### config.mk
export PLATFORM = sky130hd
export DESIGN_NAME = run_controller_flat
export DESIGN_NICKNAME = d
export VERILOG_FILES = /design/src/rtl/run_controller_pkg.sv /design/src/rtl/run_controller_if.sv /design/src/rtl/run_controller_timer.sv /design/src/rtl/run_controller.sv /design/src/flat_wrapper.sv
export SDC_FILE = /design/constraint.sdc
export NUM_CORES = 1
export LEC_CHECK = 0
export ABC_CLOCK_PERIOD_IN_PS = 2690
export CORE_MARGIN = 10
export CORE_UTILIZATION = 35
export CTS_BUF_LIST = sky130_fd_sc_hd__clkbuf_4 sky130_fd_sc_hd__clkbuf_8
export DETAILED_ROUTE_END_ITERATION = 8
export MAX_ROUTING_LAYER = met4
export SETUP_SLACK_MARGIN = 0.2
export SLEW_MARGIN = 20
export SYNTH_ARGS = -nofsm -noshare
export SYNTH_HDL_FRONTEND = slang
export SYNTH_SLANG_ARGS = --single-unit
### constraint.sdc
create_clock -name clk -period 2.69 [get_ports clk]
set_clock_uncertainty 0.2 [all_clocks]
set_input_delay 0.269 -clock clk [delete_from_list [all_inputs] [get_ports clk]]
set_output_delay 0.269 -clock clk [all_outputs]
set_load 0.01 [all_outputs]
### src/rtl/run_controller_pkg.sv
// Shared types, widths and helpers for the run controller.
package run_controller_pkg;

   typedef enum logic [2:0] {IDLE, RST, REQ, RUN, DUMP} run_state_t;

   localparam int unsigned CNT_W  = 16;
   localparam int unsigned ADDR_W = 8;
   localparam int unsigned DATA_W = 8;

   function automatic logic [CNT_W-1:0] sat_inc(input logic [CNT_W-1:0] v);
      return (v == '1) ? v : v + 1'b1;
   endfunction

endpackage

### src/rtl/run_controller_if.sv
// Core request/done, data-memory read port and result stream seen by the run controller.
interface run_controller_if #(
   parameter int unsigned PROG_W = 2
);
   import run_controller_pkg::*;

   logic [PROG_W-1:0] core_prog;
   logic              core_reset;
   logic              core_req;
   logic              core_done;
   logic [ADDR_W-1:0] mem_rd_addr;
   logic [DATA_W-1:0] mem_rd_data;
   logic              res_valid;
   logic              res_ready;
   logic [DATA_W-1:0] res_data;
   logic              res_last;

   modport master (
      output core_prog, core_reset, core_req, mem_rd_addr, res_valid, res_data, res_last,
      input  core_done, mem_rd_data, res_ready
   );

   modport slave (
      input  core_prog, core_reset, core_req, mem_rd_addr, res_valid, res_data, res_last,
      output core_done, mem_rd_data, res_ready
   );

endinterface

### src/rtl/run_controller_timer.sv
// Saturating cycle counter with clear/enable; hit_o flags count == term_i.
module run_controller_timer
   import run_controller_pkg::*;
(
   input  logic             clk,
   input  logic             reset,
   input  logic             clr_i,
   input  logic             en_i,
   input  logic [CNT_W-1:0] term_i,
   output logic             hit_o
);

   logic [CNT_W-1:0] count_q, count_d;

   always_comb begin
      count_d = count_q;
      if (clr_i) begin
         count_d = '0;
      end else if (en_i) begin
         count_d = sat_inc(count_q);
      end
   end

   always_ff @(posedge clk or posedge reset) begin
      if (reset) begin
         count_q <= '0;
      end else begin
         count_q <= count_d;
      end
   end

   assign hit_o = (count_q == term_i);

endmodule

### src/rtl/run_controller.sv
// Host-side run sequencer: resets and starts the core, times the run, then streams a
// window of data memory out over a valid/ready port.
module run_controller
   import run_controller_pkg::*;
#(
   parameter int unsigned       PROG_W       = 2,
   parameter int unsigned       CORE_RST_CYC = 2,
   parameter int unsigned       TIMEOUT_CYC  = 4096,
   parameter logic [ADDR_W-1:0] DUMP_BASE    = 8'h00,
   parameter int unsigned       DUMP_LEN     = 16
) (
   input  logic              clk,
   input  logic              reset,
   input  logic              start,
   input  logic [PROG_W-1:0] prog_sel,
   run_controller_if.master  bus,
   output logic              busy,
   output logic              timeout,
   output logic [CNT_W-1:0]  cycle_count
);

   localparam logic [CNT_W-1:0]  RstTerm = CNT_W'(CORE_RST_CYC - 1);
   localparam logic [CNT_W-1:0]  RunTerm = CNT_W'(TIMEOUT_CYC - 1);
   localparam logic [ADDR_W-1:0] LastIdx = ADDR_W'(DUMP_LEN - 1);

   run_state_t        state_q, state_d;
   logic [PROG_W-1:0] core_prog_q, core_prog_d;
   logic              core_reset_q, core_reset_d;
   logic              core_req_q, core_req_d;
   logic [ADDR_W-1:0] rd_addr_q, rd_addr_d;
   logic [ADDR_W-1:0] idx_q, idx_d;
   logic              res_valid_q, res_valid_d;
   logic              res_last_q, res_last_d;
   logic              busy_q, busy_d;
   logic              timeout_q, timeout_d;
   logic [CNT_W-1:0]  cycle_count_q, cycle_count_d;

   logic              tmr_clr, tmr_en, tmr_hit;
   logic [CNT_W-1:0]  tmr_term;

   // One timer serves both the core-reset hold and the run timeout.
   run_controller_timer u_timer (
      .clk    (clk),
      .reset  (reset),
      .clr_i  (tmr_clr),
      .en_i   (tmr_en),
      .term_i (tmr_term),
      .hit_o  (tmr_hit)
   );

   always_comb begin
      state_d       = state_q;
      core_prog_d   = core_prog_q;
      rd_addr_d     = rd_addr_q;
      idx_d         = idx_q;
      res_valid_d   = res_valid_q;
      res_last_d    = res_last_q;
      timeout_d     = timeout_q;
      cycle_count_d = cycle_count_q;
      tmr_clr       = 1'b0;
      tmr_en        = 1'b0;
      tmr_term      = RstTerm;

      unique case (state_q)
         IDLE: begin
            if (start) begin
               core_prog_d   = prog_sel;
               timeout_d     = 1'b0;
               cycle_count_d = '0;
               tmr_clr       = 1'b1;
               state_d       = RST;
            end
         end
         RST: begin
            tmr_en = 1'b1;
            if (tmr_hit) begin
               state_d = REQ;
            end
         end
         REQ: begin
            // core_done may still be high from the previous run; it is not looked at here.
            tmr_clr = 1'b1;
            state_d = RUN;
         end
         RUN: begin
            tmr_en        = 1'b1;
            tmr_term      = RunTerm;
            cycle_count_d = sat_inc(cycle_count_q);
            if (bus.core_done) begin
               idx_d       = '0;
               rd_addr_d   = DUMP_BASE;
               res_valid_d = 1'b1;
               res_last_d  = (LastIdx == '0);
               state_d     = DUMP;
            end else if (tmr_hit) begin
               timeout_d = 1'b1;
               state_d   = IDLE;
            end
         end
         DUMP: begin
            if (res_valid_q && bus.res_ready) begin
               if (res_last_q) begin
                  idx_d       = '0;
                  rd_addr_d   = DUMP_BASE;
                  res_valid_d = 1'b0;
                  res_last_d  = 1'b0;
                  state_d     = IDLE;
               end else begin
                  idx_d      = idx_q + 1'b1;
                  rd_addr_d  = DUMP_BASE + idx_d;
                  res_last_d = (idx_d == LastIdx);
               end
            end
         end
         default: begin
            state_d = IDLE;
         end
      endcase

      core_reset_d = (state_d == IDLE) || (state_d == RST);
      core_req_d   = (state_d == REQ);
      busy_d       = (state_d != IDLE);
   end

   always_ff @(posedge clk or posedge reset) begin
      if (reset) begin
         state_q       <= IDLE;
         core_prog_q   <= '0;
         core_reset_q  <= 1'b1;
         core_req_q    <= 1'b0;
         rd_addr_q     <= DUMP_BASE;
         idx_q         <= '0;
         res_valid_q   <= 1'b0;
         res_last_q    <= 1'b0;
         busy_q        <= 1'b0;
         timeout_q     <= 1'b0;
         cycle_count_q <= '0;
      end else begin
         state_q       <= state_d;
         core_prog_q   <= core_prog_d;
         core_reset_q  <= core_reset_d;
         core_req_q    <= core_req_d;
         rd_addr_q     <= rd_addr_d;
         idx_q         <= idx_d;
         res_valid_q   <= res_valid_d;
         res_last_q    <= res_last_d;
         busy_q        <= busy_d;
         timeout_q     <= timeout_d;
         cycle_count_q <= cycle_count_d;
      end
   end

   assign bus.core_prog   = core_prog_q;
   assign bus.core_reset  = core_reset_q;
   assign bus.core_req    = core_req_q;
   assign bus.mem_rd_addr = rd_addr_q;
   assign bus.res_valid   = res_valid_q;
   assign bus.res_last    = res_last_q;
   assign bus.res_data    = bus.mem_rd_data;
   assign busy            = busy_q;
   assign timeout         = timeout_q;
   assign cycle_count     = cycle_count_q;

endmodule

### src/flat_wrapper.sv
// flat-port wrapper written by rule: the top's interface ports become plain ports
module run_controller_flat import run_controller_pkg::*;
#(
   parameter int unsigned       PROG_W       = 2,
   parameter int unsigned       CORE_RST_CYC = 2,
   parameter int unsigned       TIMEOUT_CYC  = 4096,
   parameter logic [ADDR_W-1:0] DUMP_BASE    = 8'h00,
   parameter int unsigned       DUMP_LEN     = 16
)
  (clk, reset, start, prog_sel, busy, timeout, cycle_count, bus_core_prog, bus_core_reset, bus_core_req, bus_mem_rd_addr, bus_res_valid, bus_res_data, bus_res_last, bus_core_done, bus_mem_rd_data, bus_res_ready);
  run_controller_if #(.PROG_W(PROG_W)) bus_i ();
  input  logic clk;
  input  logic reset;
  input  logic start;
  input  logic [PROG_W-1:0] prog_sel;
  output logic busy;
  output logic timeout;
  output logic [CNT_W-1:0] cycle_count;
  output wire logic [$bits(bus_i.core_prog)-1:0] bus_core_prog;
  output wire logic [$bits(bus_i.core_reset)-1:0] bus_core_reset;
  output wire logic [$bits(bus_i.core_req)-1:0] bus_core_req;
  output wire logic [$bits(bus_i.mem_rd_addr)-1:0] bus_mem_rd_addr;
  output wire logic [$bits(bus_i.res_valid)-1:0] bus_res_valid;
  output wire logic [$bits(bus_i.res_data)-1:0] bus_res_data;
  output wire logic [$bits(bus_i.res_last)-1:0] bus_res_last;
  input wire logic [$bits(bus_i.core_done)-1:0] bus_core_done;
  input wire logic [$bits(bus_i.mem_rd_data)-1:0] bus_mem_rd_data;
  input wire logic [$bits(bus_i.res_ready)-1:0] bus_res_ready;
  assign bus_core_prog = bus_i.core_prog;
  assign bus_core_reset = bus_i.core_reset;
  assign bus_core_req = bus_i.core_req;
  assign bus_mem_rd_addr = bus_i.mem_rd_addr;
  assign bus_res_valid = bus_i.res_valid;
  assign bus_res_data = bus_i.res_data;
  assign bus_res_last = bus_i.res_last;
  assign bus_i.core_done = bus_core_done;
  assign bus_i.mem_rd_data = bus_mem_rd_data;
  assign bus_i.res_ready = bus_res_ready;
  run_controller #(.PROG_W(PROG_W), .CORE_RST_CYC(CORE_RST_CYC), .TIMEOUT_CYC(TIMEOUT_CYC), .DUMP_BASE(DUMP_BASE), .DUMP_LEN(DUMP_LEN)) u_core (.clk(clk), .reset(reset), .start(start), .prog_sel(prog_sel), .bus(bus_i), .busy(busy), .timeout(timeout), .cycle_count(cycle_count));
endmodule
After elaboration in Yosys (flattened, before gate mapping)
Index checks and enable logic that the tools add are counted.

word-level totals
  flip-flop bits (word level) = 51
  output and inout bits = 40
  word-level logic and storage cells = 80

operators by class
  add/subtract/negate cells = 3
  eq/ne operators = 18
  mux-type cells = 33
  reduce and logical (&&, ||, !) cells = 15

operator list
  kind                                                    count
  2-to-1 mux 16 bit                                       5
  adder 16 x 1 -> 16 bit (second input constant)          2
  equality test 16 bit (second input constant)            2
  one-hot mux 16 bit (2 select lines)                     1
  2-to-1 mux 8 bit                                        3
  2-to-1 mux 3 bit                                        6
  equality test 16 bit                                    1
  one-hot mux 8 bit (2 select lines)                      1
  one-hot mux 3 bit (5 select lines)                      1
  2-to-1 mux 12 bit                                       1
  2-to-1 mux 1 bit                                        11
  equality test 3 x 2 -> 1 bit (second input constant)    3
  adder 8 x 1 -> 8 bit (second input constant)            1
  equality test 8 x 4 -> 1 bit (second input constant)    1
  inequality test 2 x 1 -> 1 bit (second input constant)  4
  inequality test 2 bit (second input constant)           4
  one-hot mux 1 bit (2 select lines)                      4
  AND reduction 4 bit                                     2
  equality test 3 x 1 -> 1 bit (second input constant)    2
  logical NOT 3 bit                                       2
  AND reduction 3 bit                                     2
  nonzero test 2 bit                                      3
  AND reduction 2 bit                                     2
  equality test 3 bit (second input constant)             1
  4 further kinds                                         4

Longest topological paths before layout
  word-level depth = 8
  gate-level depth with buffers = 7
  mapped depth without buffers = 6

Cells and area by module
Synthesis repeated with hierarchy kept, for this count alone.

unflattened totals
  cells, all modules = 330
  area total of the unflattened synthesis = 3101.7 sq um

by module, submodules not included
  module                times used  cells each  area each (sq um)  sequential area each (sq um)
  run_controller        1           209         1973.1             877.1
  run_controller_timer  1           121         1128.6             400.4

Worst setup path before layout
Ideal clock, no wire load.

  path type = register -> register
  start = register u_core.u_timer.count_q[0]
  end = register u_core.u_timer.count_q[3]
  setup time = 0.079 ns
  data arrival time = 1.757 ns
  required time = 2.411 ns
  path slack = 0.653 ns
  cell stages (with the launch flop) = 8
  buffers on the path = 1
  clock period less this slack = 2.037 ns
  path through = dfrtp_1 > ha_1 > buf_2 > nand2_1 > nor2_1 > a41oi_2 > nand4_1 > mux2i_1

between the ends
  cells in the longest elaborated chain, start to end = 4
  elaborated cells between the ends (all ways) = 7

ends and longest elaborated chain
  item                    line                        source
  start, declared         run_controller_timer.sv:13  logic [CNT_W-1:0] count_q, count_d;
  start signal, assigned  run_controller_timer.sv:28  count_q <= count_d;
  adder 16 x 1 -> 16 bit  run_controller_pkg.sv:11    return (v == '1) ? v : v + 1'b1;
  2-to-1 mux 16 bit       run_controller_pkg.sv:11
  2-to-1 mux 16 bit       run_controller_timer.sv:19  end else if (en_i) begin
  2-to-1 mux 16 bit       run_controller_timer.sv:17  if (clr_i) begin

Several ways; a longest one is shown, not always the timed one. The select of a mux whose other input is x is not followed.
A chain may end at the register's enable or synchronous reset.

Worst setup path in the final report
  start = register u_core.state_q[2]
  end = register u_core.state_q[1]

between the ends
  cells in the longest elaborated chain, start to end = 6
  elaborated cells between the ends (all ways) = 11

ends and longest elaborated chain
  item                                    line                        source
  start, declared                         run_controller.sv:26        run_state_t state_q, state_d;
  start signal, assigned                  run_controller.sv:139       state_q <= state_d;
  equality test 3 x 2 -> 1 bit            run_controller.sv:64        unique case (state_q)
  2-to-1 mux 12 bit                       run_controller.sv:64
  equality test 16 bit                    run_controller_timer.sv:32  assign hit_o = (count_q == term_i);
  2-to-1 mux 3 bit                        run_controller.sv:95        end else if (tmr_hit) begin
  2-to-1 mux 3 bit                        run_controller.sv:89        if (bus.core_done) begin
  one-hot mux 3 bit (5 select lines) (*)  run_controller.sv:64
  net u_core.state_d[1]                   run_controller.sv:26

The timed path passes the listed nets; every way through them passes the cells marked *.

==> run metrics <==
Reg power frac a little under half; Synthesized Nets 320; outcome finished, final reports clean; Routability Congestion 0.832; CTS Root Cell clkbuf_8; setup slack at placement ~0.47 ns; min-delay worst type in -> async; Comb pwr share between 30% and 40%; Mapped Area approximately 2900 sq um; Tmin final 2.22 ns; Yosys Warn Count 0; Layout Nets approximately 350; Die Y approximately 110 um; sequential area share after synthesis between 40 and 50%; ys flop type dfrtp_1; final setup violation count 0; worst setup margin around 0.47 ns; measured slew at the worst slew-check pin ~0.53 ns; 1st-iter DRT viols 120; utilization after layout roughly 42%; IO Count 55; worst skew pair latency between 0.3 and 0.4 ns; Post-synth EDFFs 0; CTS tree built; asr flop ratio synth between 90% and 100%; DRT Pass-1 Iters 4; area fraction of the dominant cell type after synthesis about 43%; cts hold-fix bufs 0; largest net degree at the start of global routing 29; Gate Count Post-Synth 301; worst-path maximum fanout 14; Post-route DRC 0; endpoints failing hold 0; remaining antenna violation count 0; cell taking the most area after synthesis dfrtp_1; WL/cell roughly 15 um; GRT Overall Usage 11.1%; Core Region between 8000 and 9000 sq um; n_diodes 0; DR vias around 2,300; vias per cell 5.27; switch share about 37%; Reg clk slew, reported paths ~0.1 ns; critical path class reg -> reg; P_leak approximately 1.4 nW; clock share of power between 20% and 30%; Startpoint Class flop; Max IR drop VDD ~0.00046 V; total power ~0.0022 W; setup_tns 0 ns; count leader, synth dfrtp_1; Data arrival, critical path between 2 and 2.5 ns; Worst setup EP type flop; CTS buffer count 5; maxcap violations 0; Sink Count 51; RSZ-0062 raised after global routing false; die area between 10,000 and 15,000 sq um; DIE WIDTH 111 um; H-tree levels 2; Final Max Tran Viols 0; final worst path period share ~83%; Internal Pwr Total ~0.0014 W; maximum clock insertion buffer count 2; first-pass GRT wire length 11,500 um; ratio of cells with drive above 1 in the final layout between 7 and 8%; row count 33; number of distinct library cells after synthesis 52; port bufs 38; setup repair bufs after CTS 0; final wirelength 6720 um; Post-Syn Area per Cell 9.56 sq um; dominant cells by area after synthesis dfrtp_1, nand3_1, nand2_1; P per Cell Area about 650 nW/um^2; hpwl dp 4960 um; f_max between 400 and 500 MHz; vias in the first global route about 2,300; Crit path required time between 2 and 3 ns; reg2reg setup slack ~0.47 ns; cts repair resizes 0; initial antenna violation count 0; total grt overflow 0; #FFs+latches synth a little over 50; area delta synth->final 18.9%; Max transition margin about 65%; P_sw between 0.0008 and 0.0009 W; starting density of the core 35.6%; commonest cells in the netlist dfrtp_1, nand2_1, nor2_1; filler cell count 815
-- logic make-up after synthesis --
family	share of synthesized area, %
AO/OA/AOI/OAI	13.5
XOR/XNOR	6.69
adder cells (fa/ha/maj)	1.74
buffers and inverters	5.00
flip-flops	44.4
multiplexers	2.78
AND/OR/NAND/NOR	25.9
-- cells in the final DEF (no fill, tap or decap), types with 5 or more instances in the layout --
cell type	count
a21oi_1	6
and3_1	10
clkbuf_8	5
clkdlybuf4s50_1	38
dfrtp_1	50
inv_1	5
mux2i_1	8
nand2_1	31
nand3_1	24
nand4_1	9
nor2_1	31
o21ai_0	18
xnor2_1	10
xor2_1	12
-- cell type report --
class | count | area, sq um | area share [%]
sequential | 51 | 1280 | 37.3
tap | 105 | 131 | 3.84
inverter | 6 | 22.5 | 0.658
clock inverter | 3 | 27.5 | 0.804
timing repair buffer | 43 | 430 | 12.6
clock buffer | 5 | 68.8 | 2.01
multi-input combinational | 225 | 1460 | 42.8
-- worst max-delay path, stage by stage (launching register included) --
cell and delay, ns:
dfrtp_1 0.52, and3b_4 0.39, nand4_1 0.17, o32ai_4 0.39, nor4b_1 0.08, or3_1 0.35
-- registers in the layout, summed over array words and instances, names as in the netlist --
name and flops:
u_core.busy 1, u_core.u_timer.count_q 16, u_core.bus.res_valid 1, u_core.bus.mem_rd_addr 8, u_core.bus.res_last 1, u_core.bus.core_reset 1
u_core.state_q 3, u_core.bus.core_prog 2, u_core.bus.core_req 1, u_core.cycle_count 16, u_core.timeout 1
-- final timing paths --
check	start	endpoint	cells past startpoint
min in group clk	prog_sel[1]	u_core.bus.core_prog[1]	3
max in group asynchronous	reset	u_core.u_timer.count_q[12]	3
hold / removal	reset	u_core.bus.mem_rd_addr[1]	2
hold reg to reg	u_core.bus.core_prog[1]	u_core.bus.core_prog[1]	2
setup / recovery	u_core.state_q[2]	u_core.state_q[1]	5
setup reg to reg	u_core.state_q[2]	u_core.state_q[1]	5
-- power by group through the flow --
stage | sequential (W) | clock [W] | combinational, W
after floorplan | 0.00101 | 0 | 0.000494
after global placement | 0.00104 | 0 | 0.000718
after detailed placement | 0.00104 | 0 | 0.000716
after CTS | 0.00103 | 0.000496 | 0.000722
after global routing | 0.00106 | 0.000526 | 0.000789
final | 0.00103 | 0.000479 | 0.000707
-- per-layer routing --
layer  vias to the layer above  track usage (%)  routed length, um
met4                         0             3.65                112
met1                      1107             14.7               3270
li1                       1133                -                  -
met2                        60             16.5               3080
met5                         -                -                  0
met3                        10             2.16                258
-- through the flow --
stage               std cells  hold WS (ns)  cell area [sq um]
floorplan                 301         0.174               2880
global placement          430         0.260               3330
detailed placement        430         0.273               3330
CTS                       438         0.129               3420
global route              438         0.152               3420
finish                    438         0.108               3420
Note: power is estimated with default switching activity, not from simulation.
